[src/rtl/snn_img_host_if.sv]
// snn_img_host_if: image ROM, UART tx/rx and result signals of the SNN image host
interface snn_img_host_if #(parameter int ADDR_W = 10);
  logic start;
  logic [ADDR_W-1:0] img_addr;
  logic img_bit;
  logic [7:0] tx_data;
  logic trmt;
  logic tx_done;
  logic rx_rdy;
  logic [7:0] rx_data;
  logic busy;
  logic result_vld;
  logic [3:0] result_digit;
  logic result_err;
  modport master (
    input start, img_bit, tx_done, rx_rdy, rx_data,
    output img_addr, tx_data, trmt, busy, result_vld, result_digit, result_err
  );
  modport slave (
    output start, img_bit, tx_done, rx_rdy, rx_data,
    input img_addr, tx_data, trmt, busy, result_vld, result_digit, result_err
  );
endinterface

[src/rtl/snn_img_host.sv]
// snn_img_host: streams a 1-bit ROM image as packed UART bytes, then waits for a digit reply.
// Optional response watchdog: define SNN_HOST_TIMEOUT_EN.
module snn_img_host #(
  parameter int IMG_BITS = 784,
  parameter int ADDR_W = 10,
  parameter int TIMEOUT_CYC = 5000000
) (
  input logic clk,
  input logic rst_n,
  snn_img_host_if.master bus
);
  localparam int NBYTES = IMG_BITS / 8;
  localparam int CW = $clog2(NBYTES);
  typedef enum logic [2:0] {IDLE, FETCH, SEND, WAIT_TX, RESP} state_t;
  state_t state;
  logic [CW-1:0] byte_cnt;
  logic [3:0] f;
  logic [6:0] sh;
  if (IMG_BITS % 8 != 0 || TIMEOUT_CYC < 1) begin : g_bad_cfg
    $error("snn_img_host: IMG_BITS must be a multiple of 8 and TIMEOUT_CYC >= 1");
  end
`ifdef SNN_HOST_TIMEOUT_EN
  localparam int TW = $clog2(TIMEOUT_CYC) + 1;
  logic [TW-1:0] tcnt;
`endif
  always_ff @(posedge clk) begin
    if (!rst_n) begin
      state <= IDLE;
      byte_cnt <= '0;
      f <= '0;
      sh <= '0;
      bus.img_addr <= '0;
      bus.tx_data <= '0;
      bus.trmt <= 1'b0;
      bus.busy <= 1'b0;
      bus.result_vld <= 1'b0;
      bus.result_digit <= '0;
      bus.result_err <= 1'b0;
`ifdef SNN_HOST_TIMEOUT_EN
      tcnt <= '0;
`endif
    end else begin
      bus.trmt <= 1'b0;
      bus.result_vld <= 1'b0;
      case (state)
        IDLE: if (bus.start) begin
          state <= FETCH;
          bus.busy <= 1'b1;
          byte_cnt <= '0;
          f <= '0;
          bus.img_addr <= '0;
          bus.result_digit <= '0;
          bus.result_err <= 1'b0;
        end
        FETCH: begin
          // address leads the captured bit by one cycle; cycle 8 captures the last bit
          f <= f + 4'd1;
          if (f >= 4'd1 && f <= 4'd7) sh[f[2:0] - 3'd1] <= bus.img_bit;
          if (f < 4'd7) bus.img_addr <= bus.img_addr + ADDR_W'(1);
          if (f == 4'd8) begin
            bus.tx_data <= {bus.img_bit, sh};
            bus.trmt <= 1'b1;
            state <= SEND;
          end
        end
        SEND: state <= WAIT_TX;
        WAIT_TX: if (bus.tx_done) begin
          if (byte_cnt == CW'(NBYTES - 1)) begin
            state <= RESP;
`ifdef SNN_HOST_TIMEOUT_EN
            tcnt <= '0;
`endif
          end else begin
            byte_cnt <= byte_cnt + CW'(1);
            f <= '0;
            bus.img_addr <= bus.img_addr + ADDR_W'(1);
            state <= FETCH;
          end
        end
        RESP: begin
          if (bus.rx_rdy) begin
            bus.result_digit <= bus.rx_data[3:0];
            bus.result_err <= bus.rx_data > 8'h09;
            bus.result_vld <= 1'b1;
            bus.busy <= 1'b0;
            state <= IDLE;
          end
`ifdef SNN_HOST_TIMEOUT_EN
          else if (tcnt == TW'(TIMEOUT_CYC - 1)) begin
            bus.result_digit <= 4'hF;
            bus.result_err <= 1'b1;
            bus.result_vld <= 1'b1;
            bus.busy <= 1'b0;
            state <= IDLE;
          end else tcnt <= tcnt + TW'(1);
`endif
        end
        default: state <= IDLE;
      endcase
    end
  end
endmodule

[src/flat_wrapper.sv]
// flat-port wrapper written by rule: the top's interface ports become plain ports
module snn_img_host_flat 
#(
  parameter int IMG_BITS = 784,
  parameter int ADDR_W = 10,
  parameter int TIMEOUT_CYC = 5000000
)
  (clk, rst_n, bus_start, bus_img_bit, bus_tx_done, bus_rx_rdy, bus_rx_data, bus_img_addr, bus_tx_data, bus_trmt, bus_busy, bus_result_vld, bus_result_digit, bus_result_err);
  snn_img_host_if #(.ADDR_W(ADDR_W)) bus_i ();
  input logic clk;
  input logic rst_n;
  input wire logic [$bits(bus_i.start)-1:0] bus_start;
  input wire logic [$bits(bus_i.img_bit)-1:0] bus_img_bit;
  input wire logic [$bits(bus_i.tx_done)-1:0] bus_tx_done;
  input wire logic [$bits(bus_i.rx_rdy)-1:0] bus_rx_rdy;
  input wire logic [$bits(bus_i.rx_data)-1:0] bus_rx_data;
  output wire logic [$bits(bus_i.img_addr)-1:0] bus_img_addr;
  output wire logic [$bits(bus_i.tx_data)-1:0] bus_tx_data;
  output wire logic [$bits(bus_i.trmt)-1:0] bus_trmt;
  output wire logic [$bits(bus_i.busy)-1:0] bus_busy;
  output wire logic [$bits(bus_i.result_vld)-1:0] bus_result_vld;
  output wire logic [$bits(bus_i.result_digit)-1:0] bus_result_digit;
  output wire logic [$bits(bus_i.result_err)-1:0] bus_result_err;
  assign bus_i.start = bus_start;
  assign bus_i.img_bit = bus_img_bit;
  assign bus_i.tx_done = bus_tx_done;
  assign bus_i.rx_rdy = bus_rx_rdy;
  assign bus_i.rx_data = bus_rx_data;
  assign bus_img_addr = bus_i.img_addr;
  assign bus_tx_data = bus_i.tx_data;
  assign bus_trmt = bus_i.trmt;
  assign bus_busy = bus_i.busy;
  assign bus_result_vld = bus_i.result_vld;
  assign bus_result_digit = bus_i.result_digit;
  assign bus_result_err = bus_i.result_err;
  snn_img_host #(.IMG_BITS(IMG_BITS), .ADDR_W(ADDR_W), .TIMEOUT_CYC(TIMEOUT_CYC)) u_core (.clk(clk), .rst_n(rst_n), .bus(bus_i));
endmodule
[config.mk]
export PLATFORM = sky130hd
export DESIGN_NAME = snn_img_host_flat
export DESIGN_NICKNAME = d
export VERILOG_FILES = /design/src/rtl/snn_img_host_if.sv /design/src/rtl/snn_img_host.sv /design/src/flat_wrapper.sv
export SDC_FILE = /design/constraint.sdc
export NUM_CORES = 1
export LEC_CHECK = 0
export CAP_MARGIN = 20
export CORE_ASPECT_RATIO = 1.75
export CORE_MARGIN = 2
export CORE_UTILIZATION = 57
export DETAILED_ROUTE_END_ITERATION = 8
export HOLD_SLACK_MARGIN = 0.12
export PLACE_DENSITY = 0.87
export SYNTH_ARGS = -nofsm -noshare
export SYNTH_HDL_FRONTEND = slang
export SYNTH_SLANG_ARGS = --single-unit
export TNS_END_PERCENT = 1
[constraint.sdc]
create_clock -name clk -period 5.91 [get_ports clk]
set_input_delay 1.182 -clock clk [delete_from_list [all_inputs] [get_ports clk]]
set_output_delay 1.182 -clock clk [all_outputs]
set_load 0.05 [all_outputs]
==> impl_metrics.tcl <==
set metrics [dict create \
    status "complete, no violations" \
    worst_pin_slew_ns 0.947 \
    layout_common_cells "dfxtp_1, clkdlybuf4s50_1, nand2_1" \
    layout_commonest_cell "dfxtp_1" \
    synth-edff-count 0 \
    place_ws_ns 2.59 \
    num_rows 31 \
    post_cts_resized 0 \
    synth_fa_ha_area_share_pct 3.17 \
    via_per_inst 6.17 \
    max_stage_delay_ns 0.63 \
    yosys.area_share.simple_pct 20.4 \
    p_leak_uw 0.000962 \
    seq_area_frac_synth_pct 39.8 \
    syn_avg_cell_area_sq_um 8.76 \
    num_io_pins 40 \
    portBuffers 39 \
    cts_hold_buffers 0 \
    clockBufferDepth 2 \
    p_int_uw 531 \
    grt_max_degree 38 \
    required_ns 6.13 \
    p_comb_share_pct 34.2 \
    dp.final_hpwl_mm 3.92 \
    htreeDepth 2 \
    drc_errors 0 \
    cp_max_fo 37 \
    ir_drop_mv 0.372 \
    worstPathArrival_ns 3.23 \
    fin_tns_setup_ns 0 \
    gp_congestion 0.822 \
    wl_mm 5.47 \
    cts_buffers 5 \
    fillers 347 \
    initial_utilization_pct 58.1 \
    nets 321 \
    synth-compound-area-share_pct 26.6 \
    crit_buf_inv 2 \
    setup_violations 0 \
    fp.dieH_microns 89.2 \
    fmax_mhz 332 \
    endpoint "u_core.bus.img_addr[7]" \
    rr_startpoint "u_core.state[0]" \
    synth_area_leader_cell "dfxtp_1" \
    rrSetupSlack_ns 3.61 \
    clock-sinks 47 \
    ys_async_sr_fraction_pct 0 \
    antenna_found_initial 0 \
    final.setup_skew_ns 0.00629 \
    worst-setup-path-type "in2reg" \
    crit_slowest_cell "a211oi_1" \
    globalRouteOverflowTotal 0 \
    drtIter0Drc 45 \
    hp-class "reg2reg" \
    drive_above_1_share_pct 7.28 \
    yosys.area_share.xor_xnor_pct 1.11 \
    syn2layout_area_growth_pct 20.3 \
    cap_violations 0 \
    crit_family "compound AO/OA/AOI/OAI gates" \
    multi_input_area_sq_mm 0.00132 \
    dp_cells 343 \
    postLayoutCoreUtil_pct 69.8 \
    cts_tree "yes" \
    sequentialPowerShare_pct 42.9 \
    wl_per_cell_microns 15.6 \
    core_sq_mm 0.00407 \
    path_cells "clkdlybuf4s50_1, buf_4, nand3b_1, a211oi_1, nor2_1, o32ai_1" \
    root_buffer "clkbuf_8" \
    met3_usage_pct 4.35 \
    ys_top_cells_by_area "dfxtp_1, nand2_1, mux2i_1" \
    ys_warn_count 0 \
    worst-path-stages 6 \
    synth_top_area_share_pct 39.8 \
    synth_mux_area_share_pct 4.71 \
    slew_headroom_pct 36.0 \
    clkTransAtPathRegs_ns 0.09 \
    startpoint "rst_n" \
    grt_setup_unrepaired "false" \
    design.die.area_sq_mm 0.00470 \
    first_pass_iters 4 \
    final_antenna_net_count 0 \
    start_kind "input pin" \
    syn-cell-area_sq_mm 0.00236 \
    synth_ff_type "dfxtp_1" \
    swShare_pct 39.4 \
    track_usage_pct 25.2 \
    end_kind "flop" \
    grt_pass1_vias 1956 \
    p_clk_share_pct 22.9 \
    syn_inst 270 \
    use_met2_pct 45.2 \
    synth_seq_cells 47 \
    synth_top_family_by_area "compound AO/OA/AOI/OAI gates" \
    postCtsSetupRepairBufs 0 \
    insertion_delay_ns 0.30 \
    grt_pass1_wl_mm 8.95 \
    ff_latch_area_sq_um 941 \
    rr_worst_depth 4 \
    finalMaxSlewViolations 0 \
    p_per_area_mw_per_mm2 308 \
    die_w_microns 52.7 \
    timing.final.crit_share_pct 51.0 \
    post-route-min-period_ns 3.01 \
    vias 2166 \
    layoutNonFillerInstCount 351 \
    ys_types 57 \
    n_antenna_cell 0 \
    reg2reg_to "u_core.sh[3]" \
    synth_nets 290 \
    met1_usage_pct 28.3 \
    final_hold_viol_count 0 \
    p_switching_uw 345 \
    setup_slack_ns 2.90 \
    grt-busiest-layer "met2" \
]
## per-layer routing
| layer | share of wire (%) | up-vias |
|---|---|---|
| li1 | - | 1068 |
| met1 | 39 | 1023 |
| met2 | 54 | 59 |
| met3 | 3.8 | 16 |
| met4 | 3.0 | 0 |
| met5 | 0 | - |
## stage by stage
stage	power (uW)	hold WS, ns	instance area, sq um
6_report	876	0.486	2840
3_5_place_dp	677	0.454	2750
5_1_grt	929	0.510	2840
2_1_floorplan	607	0.454	2360
3_3_place_gp	673	0.458	2750
4_1_cts	879	0.485	2840
## cells in the mapped netlist, types with 5 or more instances
| cell | n |
|---|---|
| inv_1 | 7 |
| clkbuf_1 | 10 |
| nor2_1 | 23 |
| o21ai_0 | 16 |
| nor3_1 | 6 |
| o211ai_1 | 10 |
| o31ai_1 | 6 |
| mux2i_1 | 10 |
| dfxtp_1 | 47 |
| nand3_1 | 9 |
| nand2_1 | 28 |
| a221oi_1 | 5 |
| o221a_2 | 5 |
| a21o_1 | 7 |
| a21oi_1 | 7 |
| ha_1 | 6 |
## cell type report
| type | instances | share of cell area, % |
|---|---|---|
| repair buffers | 40 | 14.0 |
| clock buffers | 5 | 2.42 |
| well taps | 49 | 2.16 |
| inverters | 8 | 1.06 |
| flip-flops and latches | 47 | 33.1 |
| clock inverters | 3 | 0.792 |
| multi-input cells | 199 | 46.5 |
## cell families (layout without fill, tap and decap cells)
| logic type | Yosys count | after routing |
|---|---|---|
| compound gates | 82 | 82 |
| xor+xnor | 3 | 3 |
| fa+ha+maj | 6 | 6 |
| buf+inv | 24 | 56 |
| flops | 47 | 47 |
| mux | 11 | 11 |
| simple gates | 97 | 97 |
## power groups by stage
stage	clock (uW)	sequential, uW	combinational (uW)
5_1_grt	218	381	329
2_1_floorplan	0	392	216
3_3_place_gp	0	382	291
3_5_place_dp	0	382	294
4_1_cts	206	375	298
6_report	201	376	299
## flip-flops by register name (all words and copies together) (netlist names)
| name | count |
|---|---|
| u_core.bus.busy | 1 |
| u_core.bus.img_addr | 10 |
| u_core.bus.result_digit | 4 |
| u_core.bus.result_err | 1 |
| u_core.bus.result_vld | 1 |
| u_core.bus.trmt | 1 |
| u_core.bus.tx_data | 8 |
| u_core.byte_cnt | 7 |
| u_core.f | 4 |
| u_core.sh | 7 |
| u_core.state | 3 |
## worst min path at each step
stage,startpoint,endpoint,slack [ns],cells past startpoint
floorplan,u_core.sh[2],u_core.sh[2],0.45,2
global placement,u_core.bus.result_digit[0],u_core.bus.result_digit[0],0.46,1
detailed placement,u_core.bus.result_digit[2],u_core.bus.result_digit[2],0.45,1
CTS,u_core.bus.result_digit[2],u_core.bus.result_digit[2],0.48,1
global route,u_core.sh[2],u_core.sh[2],0.51,2
finish,u_core.bus.result_digit[2],u_core.bus.result_digit[2],0.49,1
Power figures use the tool's default switching activity.
